--- src/rtl/sys_print_arb.sv ---
// Print-string syscall engine. It takes over the CPU data-memory port, walks a
// null-terminated byte string word by word, and streams its characters to a sink.
module sys_print_arb #(
  parameter int unsigned MAX_WORDS = 8192
) (
  input  logic        clk,
  input  logic        rst_n,
  input  logic        sys,
  input  logic [31:0] regv,
  input  logic [31:0] rega,
  input  logic [31:0] cpu_addr,
  input  logic [31:0] cpu_wdata,
  input  logic        cpu_memwrite,
  input  logic        cpu_memwrite8,
  output logic [31:0] cpu_rdata,
  output logic [31:0] mem_addr,
  output logic [31:0] mem_wdata,
  output logic        mem_memwrite,
  output logic        mem_memwrite8,
  input  logic [31:0] mem_rdata,
  output logic        char_valid,
  output logic [7:0]  char_data,
  input  logic        char_ready,
  output logic        cpu_stall,
  output logic        sys_done,
  output logic        sys_err
);

  localparam int unsigned WW = $clog2(MAX_WORDS) + 1;

  typedef enum logic [1:0] {
    IDLE  = 2'd0,
    FETCH = 2'd1,
    EMIT  = 2'd2,
    DONE  = 2'd3
  } state_t;

  state_t         state_r;
  logic [31:0]    ptr_r;
  logic [31:0]    word_r;
  logic [WW-1:0]  wcnt_r;
  logic [1:0]     bidx_r;
  logic           err_r;

  logic [7:0]     byte_s;
  logic           engine_s;
  logic           advance_s;
  logic [WW-1:0]  wcnt_inc_s;

  // Select the current byte of the fetched word, low byte first
  always_comb begin
    byte_s = 8'd0;
    case (bidx_r)
      2'd0:    byte_s = word_r[7:0];
      2'd1:    byte_s = word_r[15:8];
      2'd2:    byte_s = word_r[23:16];
      2'd3:    byte_s = word_r[31:24];
      default: byte_s = 8'd0;
    endcase
  end

  // Gated by rst_n so the CPU keeps the port even before reset has been sampled
  assign engine_s   = rst_n && (state_r != IDLE);
  assign advance_s  = (byte_s == 8'd0) || char_ready;
  assign wcnt_inc_s = wcnt_r + WW'(1);

  // Memory port arbitration: CPU pass-through in IDLE, engine read-only otherwise
  always_comb begin
    if (engine_s) begin
      mem_addr      = ptr_r;
      mem_wdata     = cpu_wdata;
      mem_memwrite  = 1'b0;
      mem_memwrite8 = 1'b0;
    end else begin
      mem_addr      = cpu_addr;
      mem_wdata     = cpu_wdata;
      mem_memwrite  = cpu_memwrite;
      mem_memwrite8 = cpu_memwrite8;
    end
  end

  assign cpu_rdata  = mem_rdata;
  assign cpu_stall  = engine_s;
  assign char_valid = rst_n && (state_r == EMIT) && (byte_s != 8'd0);
  assign char_data  = byte_s;
  assign sys_done   = rst_n && (state_r == DONE);
  assign sys_err    = sys_done && err_r;

  // Print engine state machine
  always_ff @(posedge clk) begin
    if (!rst_n) begin
      state_r <= IDLE;
      ptr_r   <= 32'd0;
      wcnt_r  <= '0;
      word_r  <= 32'd0;
      bidx_r  <= 2'd0;
      err_r   <= 1'b0;
    end else begin
      case (state_r)
        IDLE: begin
          if (sys) begin
            if (regv == 32'd4) begin
              state_r <= FETCH;
              ptr_r   <= rega;
              wcnt_r  <= '0;
            end else begin
              state_r <= DONE;
            end
          end
        end
        FETCH: begin
          word_r  <= mem_rdata;
          bidx_r  <= 2'd0;
          state_r <= (mem_rdata == 32'd0) ? DONE : EMIT;
        end
        EMIT: begin
          if (advance_s) begin
            if (bidx_r != 2'd3) begin
              bidx_r <= bidx_r + 2'd1;
            end else begin
              ptr_r  <= ptr_r + 32'd1;
              wcnt_r <= wcnt_inc_s;
              // A string that never terminates is cut off at the word limit
              if (wcnt_inc_s == WW'(MAX_WORDS)) begin
                state_r <= DONE;
                err_r   <= 1'b1;
              end else begin
                state_r <= FETCH;
              end
            end
          end
        end
        DONE: begin
          state_r <= IDLE;
          err_r   <= 1'b0;
        end
        default: state_r <= IDLE;
      endcase
    end
  end

endmodule

--- config.mk ---
export PLATFORM = sky130hd
export DESIGN_NAME = sys_print_arb
export DESIGN_NICKNAME = d
export VERILOG_FILES = /design/src/rtl/sys_print_arb.sv
export SDC_FILE = /design/constraint.sdc
export NUM_CORES = 1
export LEC_CHECK = 0
export CAP_MARGIN = 20
export CORE_ASPECT_RATIO = 1.1
export CORE_MARGIN = 2
export CORE_UTILIZATION = 42
export DETAILED_ROUTE_END_ITERATION = 10
export PLACE_DENSITY_LB_ADDON = 0.1
export SETUP_SLACK_MARGIN = 0.5
export SLEW_MARGIN = 25
export SYNTH_ARGS = -nofsm -noshare
export SYNTH_HDL_FRONTEND = slang
export SYNTH_SLANG_ARGS = --single-unit
--- constraint.sdc ---
create_clock -name clk -period 3 [get_ports clk]
set_input_delay 0.3 -clock clk [delete_from_list [all_inputs] [get_ports clk]]
set_output_delay 0.3 -clock clk [all_outputs]
set_load 0.05 [all_outputs]
==> metrics.md <==
| Metric | Value |
|---|---|
| Fin nets | `1,063` |
| Clock transition at the registers of the reported paths | `60 ps` |
| Crit Path Max Fanout | `6` |
| Status | `finished clean` |
| Cell family with most CP delay | `compound AO/OA/AOI/OAI gates` |
| Chip Height | `128 µm` |
| Post-route setup TNS | `0 ps` |
| Leakage power | `3.17 nW` |
| Met1 wire length | `8200 µm` |
| Hold Crit Class | `flip-flop to flip-flop` |
| Reg area | `0.00167 mm²` |
| Router iterations before antenna repair | `5` |
| Max-capacitance violation count | `0` |
| Global-route wire length before repair | `30,600 µm` |
| Num CTS Buffers | `9` |
| GRT Util Overall | `0.258` |
| DRC | `0` |
| Pint | `2.36 mW` |
| Synth Cell Area | `0.00589 mm²` |
| Logic pwr share | `0.330` |
| Fillers | `1,271` |
| IO Port Bufs | `211` |
| Most used DFF post-synth | `dfxtp_1` |
| Clk pwr share | `0.339` |
| Part of the power in registers | `0.331` |
| Largest net degree at the start of global routing | `69` |
| Maximum VDD drop | `0.294 mV` |
| Met3 WL | `1240 µm` |
| Core area | `0.0137 mm²` |
| Remaining global-route overflow | `0` |
| Critical R2R Launch | `bidx_r[1]$_SDFFE_PN0P_` |
| Psw | `1.16 mW` |
| H-tree depth | `3` |
| Net switching share of the total power | `0.330` |
| Cell taking the most area after synthesis | `dfxtp_1` |
| TritonCTS Sinks | `83` |
| WL met2 | `10,100 µm` |
| Vias/cell | `5.84` |
| Syn nets | `923` |
| Area added between synthesis and finish | `45.8%` |
| CTS tree | `done` |
| Post-synth EDFFs | `0` |
| Die Area | `0.0150 mm²` |
| Slew Limit Fails | `0` |
| Worst-margin pin slew | `610 ps` |
| #FFs+latches synth | `83` |
| Via count | `6,326` |
| Final setup vio count | `0` |
| Worst path required time | `3280 ps` |
| Total wire length | `20,000 µm` |
| Crit path largest cell delay | `470 ps` |
| Slew margin rel. | `0.589` |
| Hold_buf cts | `0` |
| Diode count | `0` |
| Arr. time, crit path | `2920 ps` |
| Hold path depth | `2` |
| Syn_area_per_cell | `7.85 µm²` |
| CTS max path bufs | `2` |
| Final hold violation count | `0` |
| Starting Density | `0.429` |
| Placement Rows | `45` |
| Pwr Total | `3.51 mW` |
| CP startpoint kind | `flip-flop` |
| Reg-to-reg critical path endpoint | `ptr_r[6]$_SDFFE_PN0P_` |
| Setup Crit Path Kind | `flip-flop to flip-flop` |
| R2R depth | `12` |
| Vias in the first global route | `6,035` |
| Post-route clock period utilization | `0.882` |
| Worst setup EP type | `flip-flop` |
| DP HPWL | `13,700 µm` |
| Skew-Pair Late Insertion Delay | `330 ps` |
| CP Buf/Inv Count | `5` |
| Unrepaired setup endpoints after global routing | `true` |
| Slowest CP cell | `a222oi_1` |
| Crit path time final | `2650 ps` |
| Reg2Reg Setup Slack | `350 ps` |
| IO Count | `276` |
| CP Cell Sequence | `inv_4 > ha_4 > buf_4 > a222oi_1 > mux2i_4 > nor4_4 > nand4_1 > buf_6 > buf_12 > clkbuf_16 > a21oi_1 > o221a_1` |
| Power density over cell area | `409 mW/mm²` |
| Skew final | `11.2 ps` |
| Max Clk Rate | `0.378 GHz` |
| Initial antenna violation count | `0` |
| Die width | `117 µm` |
| Register area share after synthesis | `0.282` |
| YS warnings | `0` |
| Library cells used by synthesis | `58` |
| Routed Antenna Nets | `0` |
| Hold Path Sink | `word_r[7]$_SDFFE_PN0P_` |
| Routed len/inst | `18.5 µm` |
| Max Used Layer | `met4` |
| Share of layout cells above drive strength 1 | `0.156` |
| Final Wtd Congestion | `0.916` |
| 1st-iter DRT viols | `565` |
| Share of the synthesized area in the top cell type | `0.282` |
| Async SR Flop Fraction | `0` |
| Root buffer cell | `clkbuf_16` |
| Synth area leaders | `dfxtp_1, buf_4, a21oi_1` |
| Multi-input gate area | `0.00371 mm²` |
| Hold path start | `word_r[7]$_SDFFE_PN0P_` |
| Synth Instances | `750` |
[per-layer routing]
| metal | vias to the layer above | track usage |
|---|---|---|
| met3 | 42 | 0.0369 |
| met2 | 287 | 0.446 |
| li1 | 3000 | - |
| met5 | - | 0 |
| met4 | 0 | 0.105 |
| met1 | 2997 | 0.318 |
[flip-flops by register name, indices dropped and copies added (netlist names)]
name,count
wcnt_r,14
state_r,2
word_r,32
ptr_r,32
bidx_r,2
err_r,1
[placed cells by master, fill, tap and decap left out, types with 13 or more instances in the layout]
| cell type | n |
|---|---|
| a21oi_1 | 74 |
| and3_1 | 19 |
| buf_4 | 33 |
| clkdlybuf4s50_1 | 167 |
| dfxtp_1 | 81 |
| dlygate4sd2_1 | 34 |
| mux2_1 | 23 |
| nand2_1 | 113 |
| nand3_1 | 13 |
| nand4_1 | 17 |
| nor2_1 | 46 |
| nor4_1 | 22 |
| o221a_1 | 15 |
| o32ai_2 | 18 |
[logic make-up (layout without fill, tap and decap cells)]
kind of cell / Yosys count / after routing / share of synthesized area
buf+inv: 138 / 283 / 0.133
simple gates: 278 / 278 / 0.235
fa+ha+maj: 7 / 7 / 0.0149
flops: 83 / 83 / 0.282
compound gates: 204 / 204 / 0.261
xor+xnor: 5 / 5 / 0.00744
mux: 35 / 35 / 0.0659
[power groups by stage]
stage | combinational, mW | clock (mW) | sequential, mW
finish | 1.16 | 1.19 | 1.16
global route | 1.23 | 1.26 | 1.16
CTS | 1.13 | 1.21 | 1.16
detailed placement | 1.14 | 0 | 1.18
global placement | 1.13 | 0 | 1.18
floorplan | 0.836 | 0 | 1.17
[stage by stage]
| step | hold WS (ps) | std cells | cell area [µm²] | utilization | worst slack, ps |
|---|---|---|---|---|---|
| final | 456 | 1083 | 8590 | 0.625 | 355 |
| after global placement | 444 | 1044 | 7840 | 0.570 | 265 |
| after detailed placement | 451 | 1044 | 7840 | 0.570 | 167 |
| after global routing | 484 | 1083 | 8590 | 0.625 | 232 |
| after CTS | 459 | 1073 | 8430 | 0.614 | 367 |
| after floorplan | 423 | 750 | 6050 | - | 263 |
[worst reg2reg max path: cells and delay by family (launching register included)]
| family | cells | cell delay, ps |
|---|---|---|
| compound gates | 3 | 790 |
| flops | 1 | 370 |
| simple gates | 2 | 420 |
| fa+ha+maj | 1 | 170 |
| mux | 1 | 140 |
| buf+inv | 5 | 690 |
[layout make-up]
| type | count | area share |
|---|---|---|
| clock buffer | 12 | 0.0287 |
| multi-input combinational | 529 | 0.432 |
| timing repair buffer | 253 | 0.302 |
| sequential | 83 | 0.194 |
| clock inverter | 4 | 0.00860 |
| inverter | 14 | 0.00670 |
| tap | 188 | 0.0274 |
[worst max path at each step]
stage | depth (start not counted) | startpoint | slack (ps) | endpoint
floorplan | 11 | bidx_r[0]$_SDFFE_PN0P_ | 260 | ptr_r[12]$_SDFFE_PN0P_
global placement | 9 | bidx_r[1]$_SDFFE_PN0P_ | 270 | ptr_r[17]$_SDFFE_PN0P_
detailed placement | 9 | bidx_r[1]$_SDFFE_PN0P_ | 170 | ptr_r[12]$_SDFFE_PN0P_
CTS | 8 | bidx_r[1]$_SDFFE_PN0P_ | 370 | char_valid
global route | 11 | bidx_r[1]$_SDFFE_PN0P_ | 230 | ptr_r[6]$_SDFFE_PN0P_
finish | 12 | bidx_r[1]$_SDFFE_PN0P_ | 350 | ptr_r[6]$_SDFFE_PN0P_
[cells in the mapped netlist (10+ instances only)]
| cell | number |
|---|---|
| a21oi_1 | 88 |
| a22oi_1 | 17 |
| a31oi_1 | 12 |
| and3_1 | 19 |
| buf_4 | 64 |
| clkbuf_1 | 49 |
| dfxtp_1 | 83 |
| inv_1 | 11 |
| mux2_1 | 23 |
| nand2_1 | 115 |
| nand3_1 | 13 |
| nand4_1 | 17 |
| nor2_1 | 47 |
| nor3_1 | 10 |
| nor4_1 | 22 |
| o221a_1 | 15 |
| o32ai_2 | 18 |
[timing repair]
action	4_1_cts	5_1_grt
gates cloned	6	2
pin swaps	22	25
buffers inserted	7	8
setup endpoints to repair	86	52
gates resized for setup	60	19
No activity file was read; power rests on OpenSTA's default activity.
==> RTL change 1, RTL diff (config.mk and constraints unchanged) <==
Reset style: asynchronous (`rst_n`), changed in one clocked block.
--- a/src/rtl/sys_print_arb.sv
+++ b/src/rtl/sys_print_arb.sv
@@ -89,3 +89,3 @@
   // Print engine state machine
-  always_ff @(posedge clk) begin
+  always_ff @(posedge clk or negedge rst_n) begin
     if (!rst_n) begin
Check against the original RTL: differs if rst_n is asserted again (counterexample within 4 cycles, from zero or initial values and one cycle with rst_n low); with rst_n held inactive, the same outputs for 4 cycles.
==> RTL change 1 against the unedited design <==
  * Die area is 2.5% lower
  * Via count is 9.7% lower
  * Final cell count is 9.7% lower
  * Utilization is 1.4 points higher
  * Routed wire length is 6.1% lower
  * Setup slack worse by 120 ps
  * Count of clock-buffer cells in the layout is 1 lower
  * Design area is 1.3% lower
  * Synthesized area is 2.5% lower
  * Sequential cell count stayed put
  * Critical path type is now reg -> out
  * Critical endpoint is now char_valid
Power is not compared: it rests on default switching activity, and its combinational part moved more than twofold at a synthesized area within 25%.
==> RTL change 1: results (changes against the unedited design) <==
Route
The number of vias per cell came to 5.84 (about the same). The sum of met2 wire segment lengths after detailed routing came to 9.66 mm (-4.0%). The violation count after the first detailed-routing iteration is 365 (-35%). The wire length on met3 is 1.14 mm (-7.4%). The routed metal-1 wirelength was 7.57 mm (-7.7%).

The detailed-route wire length is 18.8 mm (-6.1%).

Logic synthesis
The adder and majority gate portion of the synthesized area is 1.53% (+0.039 points). The async set-reset flop share out of synthesis is 100% (+100 points). The number of cells produced by synthesis was 638 (-15%). The part of the Yosys area used for sequential elements is 36.2% (+8.0 points). The top flip-flop cell by instance count after synthesis is dfrtp_1. The post-synthesis mux area share was 12.7% (+6.1 points). After synthesis, the most frequently instantiated cells are dfrtp_1, buf_4, mux2_2, o21ai_0, clkbuf_1. By area the synthesized netlist is led by dfrtp_1, mux2_2, buf_4.

The XOR/XNOR share of the synthesized area is 0.153% (-0.59 points). The synthesized netlist net count is 811 (-12%).

Finish
The clock tree buffer count of the final layout is 11 (-1). The data-path buffer share of cell area in the final layout is 29.1% (-1.1 points). The flip-flop and latch share of the layout cell area is 24.5% (+5.1 points). The final core area utilization came to 63.9% (+1.4 points). The number of signal-net buffers in the layout is 252 (-0.40%). The final-stage net count came to 964 (-9.3%).

The number of logic inverters in the finished layout is 16 (+2). The number of fill cells in the layout is 1122 (-12%). The number of standard cells in the layout, taps in and fillers out was 978 (-9.7%).

The layout multi-input combinational cell count is 429 (-19%). The proportion of layout cells with a drive suffix above 1 came to 22.5% (+6.9 points). The fraction of area in clock buffers and inverters is 3.34% (-0.39 points).

Status
The flow ran to the end, and the final reports show no timing, DRC or antenna violations.

Placement
The setup slack at placement was 161 ps (-5.97 ps). The routability-driven placement congestion ratio is 0.834 (-9.0%).

Timing
The pin slew with the least headroom to its limit is 878 ps (+267 ps). The worst clock skew on the final layout is 3.28 ps (-7.95 ps).

Floorplan
The floorplan core area was 13300 um2 (-3.4%).

GRT
The met3 layer usage reported by global route is 3.77% (+0.087 points). The global-route track usage on met2 was 41.8% (-2.8 points). The overall global routing resource usage came to 24.6% (-1.2 points). The global routing met1 resource utilization was 31.4% (-0.45 points).

The number of global-route vias before repair was 5684 (-5.8%).

Hold path
The path category of the worst min-delay check is in -> async.

Worst setup path
The critical path data arrival time is 2470 ps (-450 ps).
-- RTL change 1: worst max-delay path: stages (launching register included) --
cell and delay (ps):
dfrtp_2 460, ha_4 210, buf_6 130, a222oi_1 340
buf_4 180, mux2i_4 60, nor4_2 250, buf_4 170
buf_4 120, a21oi_4 50, buf_6 150
-- RTL change 1: final timing paths --
check | start | endpoint | slack [ps] | cells after the start
min reg2reg | err_r | err_r | 500 | 2
max in group asynchronous | rst_n | word_r[12] | 1660 | 3
max reg2reg | bidx_r[0] | wcnt_r[12] | 260 | 12
max | bidx_r[0] | char_valid | 230 | 10
min in group clk | err_r | err_r | 500 | 2
min | rst_n | word_r[14] | 340 | 3
-- RTL change 1: timing repair --
action / 4_1_cts / 5_1_grt
endpoints found under the hold margin: 19 / 0
hold buffers: 1 / 0
gates resized for setup: 69 / 48
pin swaps: 1 / 8
cloned: 1 / 4
endpoints found under the setup margin: 94 / 59
buffers inserted: 3 / 6
==> RTL change 2, RTL diff (same settings) <==
Made on the original files. Set the parameter `MAX_WORDS` to 4096 (it was 8192).
--- a/src/rtl/sys_print_arb.sv
+++ b/src/rtl/sys_print_arb.sv
@@ -3,3 +3,3 @@
 module sys_print_arb #(
-  parameter int unsigned MAX_WORDS = 8192
+  parameter int unsigned MAX_WORDS = 4096
 ) (
Formal check against the unedited RTL: same outputs for any inputs over 4 cycles, from zero or initial values and one cycle with rst_n low; that may be too few to reach the edited logic, so the function may still have changed.
==> RTL change 2 against the unedited design <==
  * Clock power up 5%
  * Clock skew shrank 2.0 ps
  * Routed wire length grew 0.66%
  * Synthesized cell count fell by 1.5%
  * Synthesized area down 2.8%
  * Maximum frequency is 4.1% lower
  * Setup slack got worse by 110 ps
  * First-iteration DRC count is 1.1% lower
  * Sequential share of layout area decreased by 0.34 points
  * Design area grew 0.63%
  * Critical path depth fell by 3
  * Sequential cell count fell by 1
  * Total power is 2.7% higher
==> RTL change 2: results (changes against the unedited design) <==
Finish
The number of fill cells in the layout is 1135 (-11%). The number of signal-net buffers in the layout is 264 (+4.3%). The fraction of area in clock buffers and inverters was 3.90% (+0.17 points). The flip-flop and latch count is 82 (-1.2%). The multi-input combinational cell area is 3730 um2 (+0.74%). The area of all sequential standard cells is 1650 um2 (-1.1%). The flip-flop and latch share of the layout cell area was 19.1% (-0.34 points). The data-path buffer share of cell area in the final layout is 30.5% (+0.28 points). The number of logic inverters in the finished layout is 13 (-1). In the final layout, the registers with the most flip-flops are ptr_r x32, word_r x32, wcnt_r x13. The proportion of layout cells with a drive suffix above 1 is 19.6% (+3.9 points). The clock tree buffer count of the final layout is 11 (-1). The final-stage net count is 1059 (-0.38%). The layout multi-input combinational cell count is 516 (-2.5%).

GRT
The pin count of the biggest net entering global routing came to 59 (-14%). The met3 layer usage reported by global route came to 4.20% (+0.52 points). The number of global-route vias before repair is 6129 (+1.6%). The overall global routing resource usage came to 25.9% (+0.13 points).

The global-route track usage on met2 is 45.4% (+0.80 points). The global routing met1 resource utilization is 30.8% (-0.98 points).

Placement
The routability-driven placement congestion ratio is 0.886 (-3.3%). The HPWL reported at the end of detailed placement was 14.0 mm (+2.6%). The setup slack at placement is 192 ps (+25.5 ps).

The total cell area at the placement stage is 7850 um2 (+0.14%). The cell count after placement was 1030 (-1.3%).

Logic synthesis
After synthesis, the most frequently instantiated cells are nand2_1, dfxtp_1, a21oi_1, buf_4, clkbuf_1. The part of the Yosys area used for sequential elements is 28.7% (+0.46 points). Sorting the synthesized cells by area gives the leading types as dfxtp_1, buf_4, nand2_1. The number of cells produced by synthesis is 739 (-1.5%).

Route
The number of vias after detailed routing is 6374 (+0.76%). The number of vias per cell is 5.93 (+1.6%). The violation count after the first detailed-routing iteration is 559 (-1.1%).

The sum of met2 wire segment lengths after detailed routing is 10.1 mm (about the same). The routed metal-1 wirelength is 8.07 mm (-1.6%). The wire length on met3 is 1.42 mm (+15%). The detailed-route wire length is 20.2 mm (+0.66%).

Worst setup path
The maximum net fanout on the critical path came to 5 (-1). The critical path data arrival time is 3010 ps (+90 ps). The number of cells traversed by the worst register-to-register path came to 9 (-3). The end point of the critical path is bidx_r[0].

Pwr
The internal power contribution is 2.41 mW (+2.5%). The share of total power in the clock network was 34.5% (+0.6 points). The power per cell area was 418 nW/um2 (+2.0%). The static leakage was 3.11 nW (-2.2%).

Timing
The worst clock skew on the final layout was 9.26 ps (-1.97 ps). The minimum hold slack was 455 ps (-1.55 ps).

Floorplan
The floorplan core area was 13300 um2 (-3.4%).

Status
The flow ran to the end, and the final reports show no timing, DRC or antenna violations.

Hold path
The worst min-delay path startpoint is word_r[4]. For hold timing, the worst endpoint is word_r[4].
-- RTL change 2: changes by cell type in the layout (fill, tap and decap cells not counted), sizes merged, moves of 7 or more --
cell,delta
nand2,-15
a21oi,-16
o31ai,+14
nand4,-7
nor3,+15
and3,-10
a22oi,-11
o311ai,+15
clkdlybuf4s50,+10
o32ai,-18
-- RTL change 2: critical path, cell delays in order, from the launching register on --
cell and delay, ps:
dfxtp_4 390, inv_4 40, ha_4 170, a222oi_1 490, mux2i_4 150, nor4_4 410
a311oi_4 230, buf_4 190, or4_1 460, a21oi_1 150
-- RTL change 2: kinds of logic after synthesis --
group,Yosys count,share of synthesized area (%)
mux,33,6.41
flops,82,28.7
simple gates,268,23.1
buf+inv,141,14.2
compound gates,206,25.8
xor+xnor,2,0.306
fa+ha+maj,7,1.53
-- RTL change 2: timing repair --
item                                    in CTS  in global routing
buffers inserted                            16                  8
pin swaps                                    5                  2
gates resized for setup                     59                 15
endpoints found under the setup margin      78                 54
gates cloned                                 4                  1
